`src/rtl/deadlock_confirm_monitor_if.sv`:
```
// Report channel from the deadlock confirmation stage to the bench logger.
// The master side presents the report; the slave side accepts it with ready.
interface deadlock_confirm_monitor_if #(
    parameter int INST_NUM = 5,
    parameter int AXIS_NUM = 2,
    parameter int TS_W     = 32
);
    logic                report_valid;
    logic                report_ready;
    logic [INST_NUM-1:0] report_inst_mask;
    logic [AXIS_NUM-1:0] report_axis_mask;
    logic [TS_W-1:0]     report_start_ts;

    modport master (
        output report_valid,
        output report_inst_mask,
        output report_axis_mask,
        output report_start_ts,
        input  report_ready
    );

    modport slave (
        input  report_valid,
        input  report_inst_mask,
        input  report_axis_mask,
        input  report_start_ts,
        output report_ready
    );
endinterface

```
`src/rtl/deadlock_confirm_monitor.sv`:
```
// Confirms persistent kernel blocks, filters short glitches and emits exactly one
// snapshot report per confirmed episode over a valid/ready channel.
module deadlock_confirm_monitor #(
    parameter int INST_NUM       = 5,
    parameter int AXIS_NUM       = 2,
    parameter int CONFIRM_CYCLES = 16,
    parameter int TS_W           = 32
) (
    input  logic                kernel_monitor_clock,
    input  logic                kernel_monitor_reset,
    input  logic                block_in,
    input  logic [INST_NUM-1:0] inst_block_sigs,
    input  logic [AXIS_NUM-1:0] axis_block_sigs,
    deadlock_confirm_monitor_if.master report,
    output logic                deadlock_now,
    output logic                deadlock_seen,
    output logic [15:0]         glitch_count
);
    typedef enum logic [1:0] {
        ST_IDLE      = 2'd0,
        ST_PENDING   = 2'd1,
        ST_REPORT    = 2'd2,
        ST_CONFIRMED = 2'd3
    } state_e;

    localparam logic [16:0] CONFIRM_L = 17'(CONFIRM_CYCLES);

    state_e              state_q, state_d;
    logic [15:0]         pend_cnt_q, pend_cnt_d;
    logic [TS_W-1:0]     cycle_cnt_q;
    logic [TS_W-1:0]     pend_ts_q, pend_ts_d;
    logic [TS_W-1:0]     rep_ts_q, rep_ts_d;
    logic [INST_NUM-1:0] inst_mask_q, inst_mask_d;
    logic [AXIS_NUM-1:0] axis_mask_q, axis_mask_d;
    logic [15:0]         glitch_q, glitch_d;
    logic                seen_q, seen_d;
    logic                valid_q, valid_d;
    logic                now_q, now_d;
    logic [16:0]         pend_inc_s;

    assign pend_inc_s = {1'b0, pend_cnt_q} + 17'd1;

    // State, datapath and registered-output flops
    always_ff @(posedge kernel_monitor_clock) begin
        if (kernel_monitor_reset) begin
            state_q     <= ST_IDLE;
            pend_cnt_q  <= 16'd0;
            cycle_cnt_q <= '0;
            pend_ts_q   <= '0;
            rep_ts_q    <= '0;
            inst_mask_q <= '0;
            axis_mask_q <= '0;
            glitch_q    <= 16'd0;
            seen_q      <= 1'b0;
            valid_q     <= 1'b0;
            now_q       <= 1'b0;
        end else begin
            state_q     <= state_d;
            pend_cnt_q  <= pend_cnt_d;
            cycle_cnt_q <= cycle_cnt_q + TS_W'(1);
            pend_ts_q   <= pend_ts_d;
            rep_ts_q    <= rep_ts_d;
            inst_mask_q <= inst_mask_d;
            axis_mask_q <= axis_mask_d;
            glitch_q    <= glitch_d;
            seen_q      <= seen_d;
            valid_q     <= valid_d;
            now_q       <= now_d;
        end
    end

    // Next-state and snapshot capture
    always_comb begin
        state_d     = state_q;
        pend_cnt_d  = pend_cnt_q;
        pend_ts_d   = pend_ts_q;
        rep_ts_d    = rep_ts_q;
        inst_mask_d = inst_mask_q;
        axis_mask_d = axis_mask_q;
        glitch_d    = glitch_q;
        seen_d      = seen_q;
        case (state_q)
            ST_IDLE: begin
                if (block_in) begin
                    pend_ts_d = cycle_cnt_q;
                    if (CONFIRM_L == 17'd1) begin
                        state_d     = ST_REPORT;
                        rep_ts_d    = cycle_cnt_q;
                        inst_mask_d = inst_block_sigs;
                        axis_mask_d = axis_block_sigs;
                        seen_d      = 1'b1;
                        pend_cnt_d  = 16'd0;
                    end else begin
                        state_d    = ST_PENDING;
                        pend_cnt_d = 16'd1;
                    end
                end else begin
                    state_d = ST_IDLE;
                end
            end
            ST_PENDING: begin
                if (!block_in) begin
                    state_d    = ST_IDLE;
                    pend_cnt_d = 16'd0;
                    if (glitch_q != 16'hFFFF) begin
                        glitch_d = glitch_q + 16'd1;
                    end else begin
                        glitch_d = glitch_q;
                    end
                end else if (pend_inc_s == CONFIRM_L) begin
                    // Snapshot the vectors seen on the confirming sample itself
                    state_d     = ST_REPORT;
                    rep_ts_d    = pend_ts_q;
                    inst_mask_d = inst_block_sigs;
                    axis_mask_d = axis_block_sigs;
                    seen_d      = 1'b1;
                    pend_cnt_d  = 16'd0;
                end else begin
                    pend_cnt_d = pend_inc_s[15:0];
                end
            end
            ST_REPORT: begin
                if (report.report_ready) begin
                    state_d = ST_CONFIRMED;
                end else begin
                    state_d = ST_REPORT;
                end
            end
            ST_CONFIRMED: begin
                if (!block_in) begin
                    state_d = ST_IDLE;
                end else begin
                    state_d = ST_CONFIRMED;
                end
            end
            default: begin
                state_d = ST_IDLE;
            end
        endcase
    end

    // Output decode from the upcoming state so the flags land registered
    always_comb begin
        valid_d = 1'b0;
        now_d   = 1'b0;
        case (state_d)
            ST_REPORT: begin
                valid_d = 1'b1;
                now_d   = 1'b1;
            end
            ST_CONFIRMED: begin
                valid_d = 1'b0;
                now_d   = 1'b1;
            end
            default: begin
                valid_d = 1'b0;
                now_d   = 1'b0;
            end
        endcase
    end

    assign report.report_valid     = valid_q;
    assign report.report_inst_mask = inst_mask_q;
    assign report.report_axis_mask = axis_mask_q;
    assign report.report_start_ts  = rep_ts_q;
    assign deadlock_now            = now_q;
    assign deadlock_seen           = seen_q;
    assign glitch_count            = glitch_q;
endmodule

```
`src/flat_wrapper.sv`:
```
// flat-port wrapper written by rule: the top's interface ports become plain ports
module deadlock_confirm_monitor_flat 
#(
    parameter int INST_NUM       = 5,
    parameter int AXIS_NUM       = 2,
    parameter int CONFIRM_CYCLES = 16,
    parameter int TS_W           = 32
)
  (kernel_monitor_clock, kernel_monitor_reset, block_in, inst_block_sigs, axis_block_sigs, deadlock_now, deadlock_seen, glitch_count, report_report_valid, report_report_inst_mask, report_report_axis_mask, report_report_start_ts, report_report_ready);
  deadlock_confirm_monitor_if #(.INST_NUM(INST_NUM), .AXIS_NUM(AXIS_NUM), .TS_W(TS_W)) report_i ();
  input  logic kernel_monitor_clock;
  input  logic kernel_monitor_reset;
  input  logic block_in;
  input  logic [INST_NUM-1:0] inst_block_sigs;
  input  logic [AXIS_NUM-1:0] axis_block_sigs;
  output logic deadlock_now;
  output logic deadlock_seen;
  output logic [15:0] glitch_count;
  output wire logic [$bits(report_i.report_valid)-1:0] report_report_valid;
  output wire logic [$bits(report_i.report_inst_mask)-1:0] report_report_inst_mask;
  output wire logic [$bits(report_i.report_axis_mask)-1:0] report_report_axis_mask;
  output wire logic [$bits(report_i.report_start_ts)-1:0] report_report_start_ts;
  input wire logic [$bits(report_i.report_ready)-1:0] report_report_ready;
  assign report_report_valid = report_i.report_valid;
  assign report_report_inst_mask = report_i.report_inst_mask;
  assign report_report_axis_mask = report_i.report_axis_mask;
  assign report_report_start_ts = report_i.report_start_ts;
  assign report_i.report_ready = report_report_ready;
  deadlock_confirm_monitor #(.INST_NUM(INST_NUM), .AXIS_NUM(AXIS_NUM), .CONFIRM_CYCLES(CONFIRM_CYCLES), .TS_W(TS_W)) u_core (.kernel_monitor_clock(kernel_monitor_clock), .kernel_monitor_reset(kernel_monitor_reset), .block_in(block_in), .inst_block_sigs(inst_block_sigs), .axis_block_sigs(axis_block_sigs), .report(report_i), .deadlock_now(deadlock_now), .deadlock_seen(deadlock_seen), .glitch_count(glitch_count));
endmodule
```
`config.mk`:
```
export PLATFORM = sky130hd
export DESIGN_NAME = deadlock_confirm_monitor_flat
export DESIGN_NICKNAME = d
export VERILOG_FILES = /design/src/rtl/deadlock_confirm_monitor_if.sv /design/src/rtl/deadlock_confirm_monitor.sv /design/src/flat_wrapper.sv
export SDC_FILE = /design/constraint.sdc
export NUM_CORES = 1
export LEC_CHECK = 0
export ABC_CLOCK_PERIOD_IN_PS = 5300
export CORE_MARGIN = 10
export CORE_UTILIZATION = 50
export CTS_CLUSTER_DIAMETER = 40
export DETAILED_ROUTE_END_ITERATION = 8
export GPL_ROUTABILITY_DRIVEN = 0
export GPL_TIMING_DRIVEN = 0
export PLACE_DENSITY = 0.73
export SYNTH_ARGS = -nofsm -noshare
export SYNTH_HDL_FRONTEND = slang
export SYNTH_SLANG_ARGS = --single-unit
```
`constraint.sdc`:
```
create_clock -name kernel_monitor_clock -period 5.3 [get_ports kernel_monitor_clock]
set_input_delay 1.325 -clock kernel_monitor_clock [delete_from_list [all_inputs] [get_ports kernel_monitor_clock]]
set_output_delay 1.325 -clock kernel_monitor_clock [all_outputs]
set_load 0.03 [all_outputs]
```
After elaboration in Yosys (flattened, before gate mapping):

Cells that the tools add are included.

* muxes and demuxes: 12
* reductions and logical operators: 7
* add/sub/neg operators: 3
* bitwise logic cells: 1
* equal/unequal tests: 8

Operator list (number)
* 16-bit two-way mux: 3
* 32-bit by 1-bit adder with 32-bit output, second input constant: 1
* 16-bit one-hot mux with 2 select lines: 1
* 16-bit by 1-bit adder with 17-bit output, second input constant: 1
* 17-bit by 5-bit equality test with 1-bit output, second input constant: 1
* 16-bit by 1-bit adder with 16-bit output, second input constant: 1
* 16-bit != test, second input constant: 1
* 2-bit equality test, second input constant: 4
* 2-bit one-hot mux with 4 select lines: 1
* 2-bit two-way mux: 3
* 3-bit AND reduction: 2
* 1-bit two-way mux: 4
* 2-bit AND reduction: 2
* 2-bit by 1-bit equality test with 1-bit output, second input constant: 1
* 2-bit logical NOT: 1
* 2-bit != test, second input constant: 1
* 2-bit nonzero test: 1
* 2-bit OR reduction: 1
* 1-bit NOT: 1

* word-level logic and storage cells: 42
* bits in registers: 140

Depth between registers and ports, before layout:

* depth after elaboration: 8
* depth in mapped cells: 10
* mapped depth without buffers: 7

Least setup slack after synthesis:

No wires, ideal clock.

* path kind: input to register
* start: in block_in
* end: reg u_core.rep_ts_q[2] (netlist: u_core.report.report_start_ts[2])
* data arrival time: 2.745 ns
* data required time: 5.229 ns
* setup slack: 2.484 ns
* stages on the path: 6
* cell sequence: clkbuf_1 -> nand2_1 -> buf_1 -> buf_1 -> o31ai_2 -> a21oi_1

* cells in the longest elaborated chain, start to end: 1

Ends and longest elaborated chain
* start, declared: RTL line flat_wrapper.sv:13 `input logic block_in;`
* 3-bit AND reduction (no line)
* end signal, assigned: RTL line deadlock_confirm_monitor.sv:62 `rep_ts_q <= rep_ts_d;`
* end, declared: RTL line deadlock_confirm_monitor.sv:32 `logic [TS_W-1:0] rep_ts_q, rep_ts_d;`

Every way passes these cells.
A chain may end at the register's enable or synchronous reset.

Final worst setup path:

* start: reg u_core.pend_cnt_q[0]
* end: reg u_core.inst_mask_q[1] (netlist: u_core.report.report_inst_mask[1])

* cells in the longest elaborated chain, start to end: 3

Ends and longest elaborated chain
* start, declared: RTL line deadlock_confirm_monitor.sv:29 `logic [15:0] pend_cnt_q, pend_cnt_d;`
* start signal, assigned: RTL line deadlock_confirm_monitor.sv:59 `pend_cnt_q <= pend_cnt_d;`
* 16-bit by 1-bit adder with 17-bit output: RTL line deadlock_confirm_monitor.sv:41 `assign pend_inc_s = {1'b0, pend_cnt_q} + 17'd1;`
* 17-bit by 5-bit equality test with 1-bit output: RTL line deadlock_confirm_monitor.sv:110 `end else if (pend_inc_s == CONFIRM_L) begin`
* 3-bit AND reduction (no line)
* end signal, assigned: RTL line deadlock_confirm_monitor.sv:63 `inst_mask_q <= inst_mask_d;`
* end, declared: RTL line deadlock_confirm_monitor.sv:33 `logic [INST_NUM-1:0] inst_mask_q, inst_mask_d;`

Every way passes these cells.

==> results.toml <==
[cts]
clkLatencyLatePin_ns = 0.42
postCtsHoldBufs = 0
cts_resized = 0
cts_sinks = 140
cts_root_buf = "clkbuf_16"
clkTransAtPathRegs_ns = 0.06
h-tree-depth = 4
clockBufferDepth = 2
numCtsBuffers = 17
post_cts_buffers = 0
cts_tree = "done"

[timing]
period_minus_slack_ns = 3.08
hold_viol = 0
tns_ns = 0
rsz0062_at_grt = "no"
tightest_slew_ns = 0.946
slew_headroom = 0.364
finClkSkew_ns = 0.00767
finalCritPeriodShare = 0.581
finalSetupViolations = 0
setup_ws_ns = 2.22
slew_viol_final = 0
holdWs_ns = 0.459
fmax_mhz = 325

[grt]
grt_overflow = 0
grt_pass1_wl_um = 27200
grt_pass1_vias = 5511
antenna_found_initial = 0
grt_use_total = 0.185
grt_start_max_net_pins = 17

[floorplanning]
coreArea_mm2 = 0.0125
fp.dieArea_mm2 = 0.0176
num_rows = 41
die_h_um = 133
die_w_um = 133
initial_utilization = 0.506
io_pins = 69

[setup_path]
r2r_end = "u_core.report.report_inst_mask[1]"
reg2reg_depth = 8
r2r-start = "u_core.pend_cnt_q[0]"
crit_type = "reg2reg"
cpMaxStageDelayCell = "nor4_2"
worst_ep_required_time_ns = 5.64
critPathTopFamily = "simple AND/OR/NAND/NOR gates"
critPathArrivalTime_ns = 3.42
crit_path_end_kind = "flip-flop"
r2r_setup_slack_ns = 2.22
crit_fanout = 10
path_cells = "ha_1, nand3_1, o41ai_2, o31ai_1, nor4_2, clkbuf_1, nand4_1, a21oi_1"
worstSetupStartpointType = "flip-flop"
max_stage_delay_ns = 0.86
path_buf_inv = 1

[finish]
stdcell_area_mm2 = 0.00783
antenna_cells = 0
nets = 827
drive_above_1_share = 0.122
area_growth_pct = 23.7

[synthesis]
synth.area.top_cells = "dfxtp_1 (44%), o31ai_2 (7.7%), a21oi_1 (7.3%)"
ys_seq_area_frac = 0.443
synth_fp_nets = 742
ys_warn_count = 0
synth_seq_cells = 140
synth_top_area_frac = 0.443
synth_edf_count = 0
async_reset_ff_frac = 0
synth_cell_types = 52
yosys-top-cells-count = "dfxtp_1 (140), nand2_1 (96), a21oi_1 (92), nor2_1 (62), nand4_1 (59)"
synthFlopType = "dfxtp_1"
netlist_area_mm2 = 0.00633
yosysMostFrequentCell = "dfxtp_1"
synthCells = 728
avgSynthCellArea_um2 = 8.69
yosys.area.top_type = "dfxtp_1"

[power_and_ir_drop]
leakagePower_nw = 2.56
vdd_drop_max_mv = 0.225
power_density_mw_per_mm2 = 305
power_mw = 2.39

[place]
port_buffers = 66
placed_area_mm2 = 0.00720
pre_cts_ws_ns = 1.98
hpwlAfterDp_um = 11800

[hold_path]
whs_endpoint = "u_core.pend_ts_q[17]"
hold_depth = 2
hold_class = "reg2reg"
hp-start = "u_core.pend_ts_q[17]"

[route]
ant_nets = 0
drtIter0Drc = 549
wl_um = 16600
dr.pass1.iters = 6
vias = 5674
drcViolationCount = 0
vias_per_cell = 5.69
route.detailed.wl_per_inst_um = 16.6

[outcome]
status = "finished, final reports clean"

[flow_run]
cap_violations = 0
-- per-layer routing --
metal,vias to the layer above,share of wire,track usage
li1,2776,-,-
met2,134,0.51,0.325
met1,2741,0.43,0.215
met4,0,0.017,0.0666
met3,23,0.049,0.0439
met5,-,0,0
-- area by class of cell --
type / count / area [um^2]
timing repair buffer: 66 / 661
buffer: 63 / 310
tap: 172 / 215
clock inverter: 15 / 198
fill: 1112 / 4690
inverter: 10 / 37.5
clock buffer: 17 / 425
sequential: 140 / 2800
multi-input combinational: 515 / 3180
-- sequential cells by signal, summed over array words and instances (netlist names), 2 cells and up --
name                            count
u_core.pend_ts_q                   32
u_core.report.report_start_ts      32
u_core.pend_cnt_q                  16
u_core.glitch_count                16
u_core.cycle_cnt_q                 32
u_core.report.report_inst_mask      5
u_core.state_q                      2
u_core.report.report_axis_mask      2
-- report_power, final --
part	switching, mW	internal [mW]	total (mW)
Sequential	0.00510	1.06	1.06
Clock	0.467	0.786	1.25
Combinational	0.0549	0.0190	0.0739
Total	0.527	1.86	2.39
-- layout by cell type (no fill, tap or decap), drive strengths merged, types with 2 or more instances in the layout --
master / instances
dfxtp: 140
clkbuf: 57
o21ai: 12
a211oi: 3
nand3: 20
nand2: 96
buf: 23
clkinv: 7
xor2: 27
bufinv: 4
and3: 16
nand2b: 2
a21oi: 92
inv: 11
nand4: 61
and2: 4
and4: 6
nor4: 3
nor2b: 5
clkinvlp: 3
xnor2: 16
clkdlybuf4s50: 66
o2111ai: 2
nand3b: 2
nor3: 8
or4: 2
ha: 3
mux2i: 3
nor2: 62
o31ai: 42
a2bb2oi: 3
or3: 10
-- worst register-to-register path: stages, from the launching register on --
cell and delay [ns]:
dfxtp_1 0.44, ha_1 0.27, nand3_1 0.11, o41ai_2 0.37
o31ai_1 0.17, nor4_2 0.86, clkbuf_1 0.42, nand4_1 0.16
a21oi_1 0.20
-- logic make-up (layout without fill, tap and decap cells) --
family,Yosys count,after routing,share of synthesized area
adder cells (fa/ha/maj),3,3,0.00593
XOR/XNOR,43,43,0.0595
AO/OA/AOI/OAI,165,165,0.193
AND/OR/NAND/NOR,300,300,0.238
buffers and inverters,73,171,0.0550
flip-flops,140,140,0.443
multiplexers,4,4,0.00652
-- metrics by stage --
step | cells | util
after floorplan | 728 | -
after global placement | 966 | 0.576
after detailed placement | 966 | 0.576
after CTS | 998 | 0.625
after global routing | 998 | 0.625
final | 998 | 0.625
-- worst max path at each step --
| stage | startpoint | to | slack [ns] | cells past startpoint |
|---|---|---|---|---|
| floorplan | block_in | u_core.report.report_start_ts[2] | 2.48 | 6 |
| global placement | block_in | u_core.report.report_start_ts[4] | 2.05 | 6 |
| detailed placement | block_in | u_core.report.report_inst_mask[1] | 1.98 | 6 |
| finish | u_core.pend_cnt_q[0] | u_core.report.report_inst_mask[1] | 2.22 | 8 |
| global route | u_core.pend_cnt_q[0] | u_core.report.report_inst_mask[3] | 2.01 | 8 |
| CTS | u_core.pend_cnt_q[0] | u_core.report.report_inst_mask[1] | 2.26 | 8 |
(Power assumes the default switching activity.)
